===== config.mk =====
export PLATFORM = sky130hd
export DESIGN_NAME = sdram_arbiter
export DESIGN_NICKNAME = d
export VERILOG_FILES = /design/src/rtl/sdram_arbiter.sv
export SDC_FILE = /design/constraint.sdc
export NUM_CORES = 1
export LEC_CHECK = 0
export CORE_UTILIZATION = 45
export CTS_CLUSTER_SIZE = 40
export DETAILED_ROUTE_END_ITERATION = 10
export PLACE_DENSITY = 0.83
export SETUP_SLACK_MARGIN = 0.3
export SYNTH_ARGS = -nofsm -noshare
export SYNTH_HDL_FRONTEND = slang
export SYNTH_SLANG_ARGS = --single-unit

===== constraint.sdc =====
create_clock -name F14M -period 6.65 [get_ports F14M]
set_clock_uncertainty 0.2 [all_clocks]
set_input_delay 0.665 -clock F14M [delete_from_list [all_inputs] [get_ports F14M]]
set_output_delay 0.665 -clock F14M [all_outputs]
set_load 0.03 [all_outputs]

===== src/rtl/sdram_arbiter.sv =====
// Slot-based SDRAM arbiter: each 2-cycle slot of F14M belongs to the download
// buffer, the video fetcher, the CPU, or nobody, and is decided at the slot boundary.
module sdram_arbiter #(
   parameter int ADDR_W     = 25,
   parameter int STARVE_MAX = 4
) (
   input  logic              F14M,
   input  logic              RESET,

   input  logic              dl_active,
   input  logic              dl_wr,
   input  logic [ADDR_W-1:0] dl_addr,
   input  logic [7:0]        dl_data,

   input  logic              vid_req,
   input  logic [ADDR_W-1:0] vid_addr,
   output logic              vid_ack,
   output logic [7:0]        vid_data,
   output logic              vid_valid,

   input  logic              cpu_req,
   input  logic              cpu_we,
   input  logic [ADDR_W-1:0] cpu_addr,
   input  logic [7:0]        cpu_din,
   output logic              cpu_ack,
   output logic [7:0]        cpu_dout,
   output logic              cpu_valid,
   output logic              cpu_wait_n,

   output logic              dl_overflow,

   output logic [ADDR_W-1:0] sd_addr,
   output logic [7:0]        sd_din,
   output logic              sd_we,
   output logic              sd_oe,
   input  logic [7:0]        sd_dout
);

   localparam int SW = (STARVE_MAX < 1) ? 1 : $clog2(STARVE_MAX + 1);
   localparam logic [SW-1:0] STARVE_LIM = SW'(STARVE_MAX);

   localparam logic [2:0] OWN_IDLE     = 3'd0;
   localparam logic [2:0] OWN_DL       = 3'd1;
   localparam logic [2:0] OWN_VID_RD   = 3'd2;
   localparam logic [2:0] OWN_VID_NULL = 3'd3;
   localparam logic [2:0] OWN_CPU_RD   = 3'd4;
   localparam logic [2:0] OWN_CPU_WR   = 3'd5;

   logic              phase_q,    phase_d;
   logic [2:0]        own_q,      own_d;
   logic [SW-1:0]     starve_q,   starve_d;
   logic              buf_full_q, buf_full_d;
   logic              overflow_q, overflow_d;
   logic              vid_ack_q,  vid_ack_d;
   logic              cpu_ack_q,  cpu_ack_d;
   logic              vid_valid_q, vid_valid_d;
   logic              cpu_valid_q, cpu_valid_d;
   logic [7:0]        vid_data_q, vid_data_d;
   logic [7:0]        cpu_dout_q, cpu_dout_d;
   logic [ADDR_W-1:0] sd_addr_q,  sd_addr_d;
   logic [7:0]        sd_din_q,   sd_din_d;
   logic              sd_we_q,    sd_we_d;
   logic              sd_oe_q,    sd_oe_d;
   logic [ADDR_W-1:0] buf_addr_q;
   logic [7:0]        buf_data_q;

   logic slot_end;
   logic freeing;
   logic buf_ready;
   logic cpu_ok;
   logic buf_load;
   logic grant_cpu;

   // The edge closing phase 1 both ends the running slot and starts the next one.
   assign slot_end  = phase_q;
   assign freeing   = slot_end && (own_q == OWN_DL);
   // An entry written on this very edge is not yet in buf_full_q, so it waits a slot.
   assign buf_ready = buf_full_q && !freeing;
   assign cpu_ok    = cpu_req && !dl_active;
   assign buf_load  = dl_wr && !(buf_full_q && !freeing);

   always_comb begin
      // NOTE: every signal assigned here gets a default first, so no path can infer a latch.
      phase_d     = ~phase_q;
      own_d       = own_q;
      starve_d    = starve_q;
      buf_full_d  = buf_full_q;
      overflow_d  = overflow_q;
      vid_ack_d   = 1'b0;
      cpu_ack_d   = 1'b0;
      vid_valid_d = 1'b0;
      cpu_valid_d = 1'b0;
      vid_data_d  = vid_data_q;
      cpu_dout_d  = cpu_dout_q;
      sd_addr_d   = sd_addr_q;
      sd_din_d    = sd_din_q;
      sd_we_d     = sd_we_q;
      sd_oe_d     = sd_oe_q;
      grant_cpu   = 1'b0;

      if (slot_end) begin
         case (own_q)
            OWN_VID_RD: begin
               vid_data_d  = sd_dout;
               vid_valid_d = 1'b1;
            end
            OWN_VID_NULL: begin
               vid_data_d  = 8'h00;
               vid_valid_d = 1'b1;
            end
            OWN_CPU_RD: begin
               cpu_dout_d  = sd_dout;
               cpu_valid_d = 1'b1;
            end
            default: ;
         endcase

         own_d   = OWN_IDLE;
         sd_we_d = 1'b0;
         sd_oe_d = 1'b0;

         if (buf_ready) begin
            own_d     = OWN_DL;
            sd_addr_d = buf_addr_q;
            sd_din_d  = buf_data_q;
            sd_we_d   = 1'b1;
         end else if (cpu_ok && (starve_q == STARVE_LIM)) begin
            grant_cpu = 1'b1;
         end else if (vid_req) begin
            vid_ack_d = 1'b1;
            if (dl_active) begin
               own_d = OWN_VID_NULL;
            end else begin
               own_d     = OWN_VID_RD;
               sd_addr_d = vid_addr;
               sd_oe_d   = 1'b1;
            end
            if (cpu_req && (starve_q != STARVE_LIM)) begin
               starve_d = starve_q + SW'(1);
            end
         end else if (cpu_ok) begin
            grant_cpu = 1'b1;
         end

         if (grant_cpu) begin
            cpu_ack_d = 1'b1;
            starve_d  = '0;
            sd_addr_d = cpu_addr;
            if (cpu_we) begin
               own_d    = OWN_CPU_WR;
               sd_din_d = cpu_din;
               sd_we_d  = 1'b1;
            end else begin
               own_d   = OWN_CPU_RD;
               sd_oe_d = 1'b1;
            end
         end
      end

      if (!cpu_req) begin
         starve_d = '0;
      end

      if (freeing) begin
         buf_full_d = 1'b0;
      end
      if (dl_wr) begin
         if (buf_load) begin
            buf_full_d = 1'b1;
         end else begin
            overflow_d = 1'b1;
         end
      end
   end

   always_ff @(posedge F14M) begin
      // NOTE: state registers use non-blocking assignment so every flop samples pre-edge values.
      if (!RESET) begin
         phase_q     <= 1'b0;
         own_q       <= OWN_IDLE;
         starve_q    <= '0;
         buf_full_q  <= 1'b0;
         overflow_q  <= 1'b0;
         vid_ack_q   <= 1'b0;
         cpu_ack_q   <= 1'b0;
         vid_valid_q <= 1'b0;
         cpu_valid_q <= 1'b0;
         vid_data_q  <= 8'h00;
         cpu_dout_q  <= 8'h00;
         sd_addr_q   <= '0;
         sd_din_q    <= 8'h00;
         sd_we_q     <= 1'b0;
         sd_oe_q     <= 1'b0;
      end else begin
         phase_q     <= phase_d;
         own_q       <= own_d;
         starve_q    <= starve_d;
         buf_full_q  <= buf_full_d;
         overflow_q  <= overflow_d;
         vid_ack_q   <= vid_ack_d;
         cpu_ack_q   <= cpu_ack_d;
         vid_valid_q <= vid_valid_d;
         cpu_valid_q <= cpu_valid_d;
         vid_data_q  <= vid_data_d;
         cpu_dout_q  <= cpu_dout_d;
         sd_addr_q   <= sd_addr_d;
         sd_din_q    <= sd_din_d;
         sd_we_q     <= sd_we_d;
         sd_oe_q     <= sd_oe_d;
      end
   end

   // NOTE: buffer payload has no reset; it is only ever read while buf_full_q marks it valid.
   always_ff @(posedge F14M) begin
      if (buf_load) begin
         buf_addr_q <= dl_addr;
         buf_data_q <= dl_data;
      end
   end

   assign vid_ack     = vid_ack_q;
   assign vid_data    = vid_data_q;
   assign vid_valid   = vid_valid_q;
   assign cpu_ack     = cpu_ack_q;
   assign cpu_dout    = cpu_dout_q;
   assign cpu_valid   = cpu_valid_q;
   assign dl_overflow = overflow_q;
   assign sd_addr     = sd_addr_q;
   assign sd_din      = sd_din_q;
   assign sd_we       = sd_we_q;
   assign sd_oe       = sd_oe_q;

   // The Z80 is held off during downloads and while its request is still unserved.
   assign cpu_wait_n = !RESET || !(dl_active || (cpu_req && !cpu_ack_q));

endmodule


==> flow_metrics.env <==
export IMPL_outcome="complete, no violations"
export IMPL_wl_per_cell_um=17.4
export IMPL_ios=163
export IMPL_htree_levels=3
export IMPL_chipHeight_um=96.4
export IMPL_cp_end_kind="register"
export IMPL_clk_root_buffer_cell="clkbuf_8"
export IMPL_drtIter0Drc=117
export IMPL_gp_congestion=0.806
export IMPL_ctsResizeCount=0
export IMPL_detailedPlacementHpwl_um=7850
export IMPL_yosysTopAreaCellShare_pct=31.9
export IMPL_fin_tns_setup_ps=0
export IMPL_grt_use_total_pct=23.1
export IMPL_viasPerCell=5.61
export IMPL_power_per_cell_area_nw_per_um2=215
export IMPL_yosysWarnings=0
export IMPL_dp_cells=611
export IMPL_cp_start_kind="primary input"
export IMPL_slowest_delay_ps=980
export IMPL_stdcell_count=627
export IMPL_grt_pass1_vias=3374
export IMPL_path_cells="clkdlybuf4s50_1, nor2b_2, nand3_4, a21bo_1, a221oi_1"
export IMPL_vias=3515
export IMPL_peakVddDrop_mv=0.113
export IMPL_final_area_sq_um=5830
export IMPL_ctsHoldBuffers=0
export IMPL_coreArea_sq_um=8680
export IMPL_overflow=0
export IMPL_relSlewSlack_pct=14.1
export IMPL_seqCellArea_sq_um=2270
export IMPL_numClockSinks=97
export IMPL_timing_final_crit_share_pct=47.7
export IMPL_period_minus_slack_ps=3170
export IMPL_mostFrequentLayoutCells="clkdlybuf4s50_1, dfxtp_1, nand3_1, edfxtp_1, nand2b_1"
export IMPL_tightest_slew_ps=1290
export IMPL_max_clock_freq_ghz=0.315
export IMPL_synth_seq_area_share_pct=56.6
export IMPL_postCtsSetupBuffers=0
export IMPL_port_buffers=162
export IMPL_final_common_cell="clkdlybuf4s50_1"
export IMPL_worst_endpoint_arrival_ps=3220
export IMPL_total_leakage_power_nw=2.00
export IMPL_synthCells=369
export IMPL_crit_path_top_delay_cell="nor2b_2"
export IMPL_die_w_um=96.4
export IMPL_critPathTopFamily="simple AND/OR/NAND/NOR gates"
export IMPL_placed_area_sq_um=5650
export IMPL_grt_max_degree=40
export IMPL_syn_num_nets=477
export IMPL_n_antenna_cell=0
export IMPL_drv_slew=0
export IMPL_ant_nets=0
export IMPL_power_mw=1.25
export IMPL_holdWs_ps=272
export IMPL_worstHoldPathType="register to register"
export IMPL_path_max_fanout=27
export IMPL_finalNetCount=622
export IMPL_multi_input_comb_area_sq_um=1560
export IMPL_routed_wl_um=10900
export IMPL_rows=34
export IMPL_fillCellCount=682
export IMPL_drive_above_1_share_pct=5.59
export IMPL_clk_pin_slew_ps=90
export IMPL_setup_viol=0
export IMPL_max_cap_violations=0
export IMPL_firstDrtPassIters=5
export IMPL_grt_first_pass_wirelength_um=16200
export IMPL_synth_area_leader_cell="dfxtp_1"
export IMPL_antenna_found_initial=0
export IMPL_crit_buf_inv=1
export IMPL_grt_setup_unrepaired="false"
export IMPL_drc=0
export IMPL_synth_cell_types=42
export IMPL_clock_path_buffers=2
export IMPL_criticalPathCategory="primary input to register"
export IMPL_yosys_top_cells_area="dfxtp_1, edfxtp_1, nand3_1"
export IMPL_reg2reg_slack_ps=3660
export IMPL_cts_tree="built"
export IMPL_cp_required_ps=6690
export IMPL_hold_viol_final=0
export IMPL_cts_buffers=9
export IMPL_initial_core_util_pct=46.2
export IMPL_worstSkewPairLatency_ps=350
export IMPL_synthToLayoutAreaGrowth_pct=45.2
export IMPL_avgSynthCellArea_sq_um=10.9
export IMPL_dieArea_sq_um=9300
export IMPL_ys_ff_latch=97
export IMPL_syn_area_sq_um=4010
==> metal layers <==
layer	track usage, %	wire [um]	up-vias
li1	-	-	1665
met1	27.1	4290	1669
met2	40.3	5660	161
met3	5.16	750	20
met4	10.7	234	0
met5	0	0	-
==> where the power goes <==
part / switching, mW / leakage, nW / internal [mW]
Combinational: 0.118 / 1.08 / 0.116
Clock: 0.204 / 0.0863 / 0.149
Sequential: 0.0164 / 0.836 / 0.646
==> cells in the mapped netlist <==
library cell / n
ha_1: 2
nor4_1: 1
a221o_1: 1
nand3_4: 1
nand3b_1: 10
inv_1: 12
a221oi_1: 9
and2_1: 3
nor2_1: 14
a32o_1: 25
a21bo_1: 1
nand4bb_2: 1
nand4b_1: 1
nand2_1: 6
a31oi_1: 1
buf_6: 1
clkbuf_1: 14
a41oi_1: 1
a21bo_2: 1
nand2b_1: 30
a21o_1: 2
a31o_2: 1
dfxtp_1: 64
edfxtp_1: 33
or4_4: 1
mux2i_1: 8
buf_4: 5
o21bai_1: 1
o21ai_0: 28
buf_1: 1
a21boi_0: 1
a21oi_1: 3
a21oi_2: 2
buf_2: 9
nand2_2: 1
o31ai_1: 8
nand3_1: 51
and2_4: 1
nor3_1: 3
a22o_1: 8
nor4bb_1: 1
nor2b_1: 2
==> through the flow <==
stage                     utilization [%]  setup slack (ps)
after floorplan                         -              4110
after global placement               65.1              3330
after detailed placement             65.1              3180
after CTS                            67.1              3540
after global routing                 67.1              3350
final                                67.1              3480
==> cell type report <==
class,instances,area share (%)
clock buffers,11,2.43
repair buffers,164,28.1
multi-input cells,230,26.7
inverters,12,0.773
flip-flops and latches,97,39.0
well taps,108,2.32
clock inverters,5,0.644
==> cell families after synthesis <==
kind of cell,synth area share (%)
multiplexers,2.00
AO/OA/AOI/OAI,17.8
AND/OR/NAND/NOR,18.1
buffers and inverters,4.86
adder cells (fa/ha/maj),0.624
flip-flops,56.6
==> worst paths after layout <==
path | startpoint | end | cells after the start
setup / recovery | cpu_req | sd_din[2] | 5
setup reg to reg | phase_q | sd_addr[12] | 4
hold reg to reg | sd_addr[6] | sd_addr[6] | 1
hold / removal | sd_addr[6] | sd_addr[6] | 1
==> registers in the layout, indices dropped and copies added (netlist names) <==
name / count
vid_data: 8
vid_valid: 1
buf_full_q: 1
sd_addr: 25
sd_din: 8
vid_ack: 1
cpu_ack: 1
sd_we: 1
cpu_dout: 8
dl_overflow: 1
cpu_valid: 1
buf_data_q: 8
sd_oe: 1
starve_q: 3
phase_q: 1
buf_addr_q: 25
own_q: 3
Power figures use the tool's default switching activity.
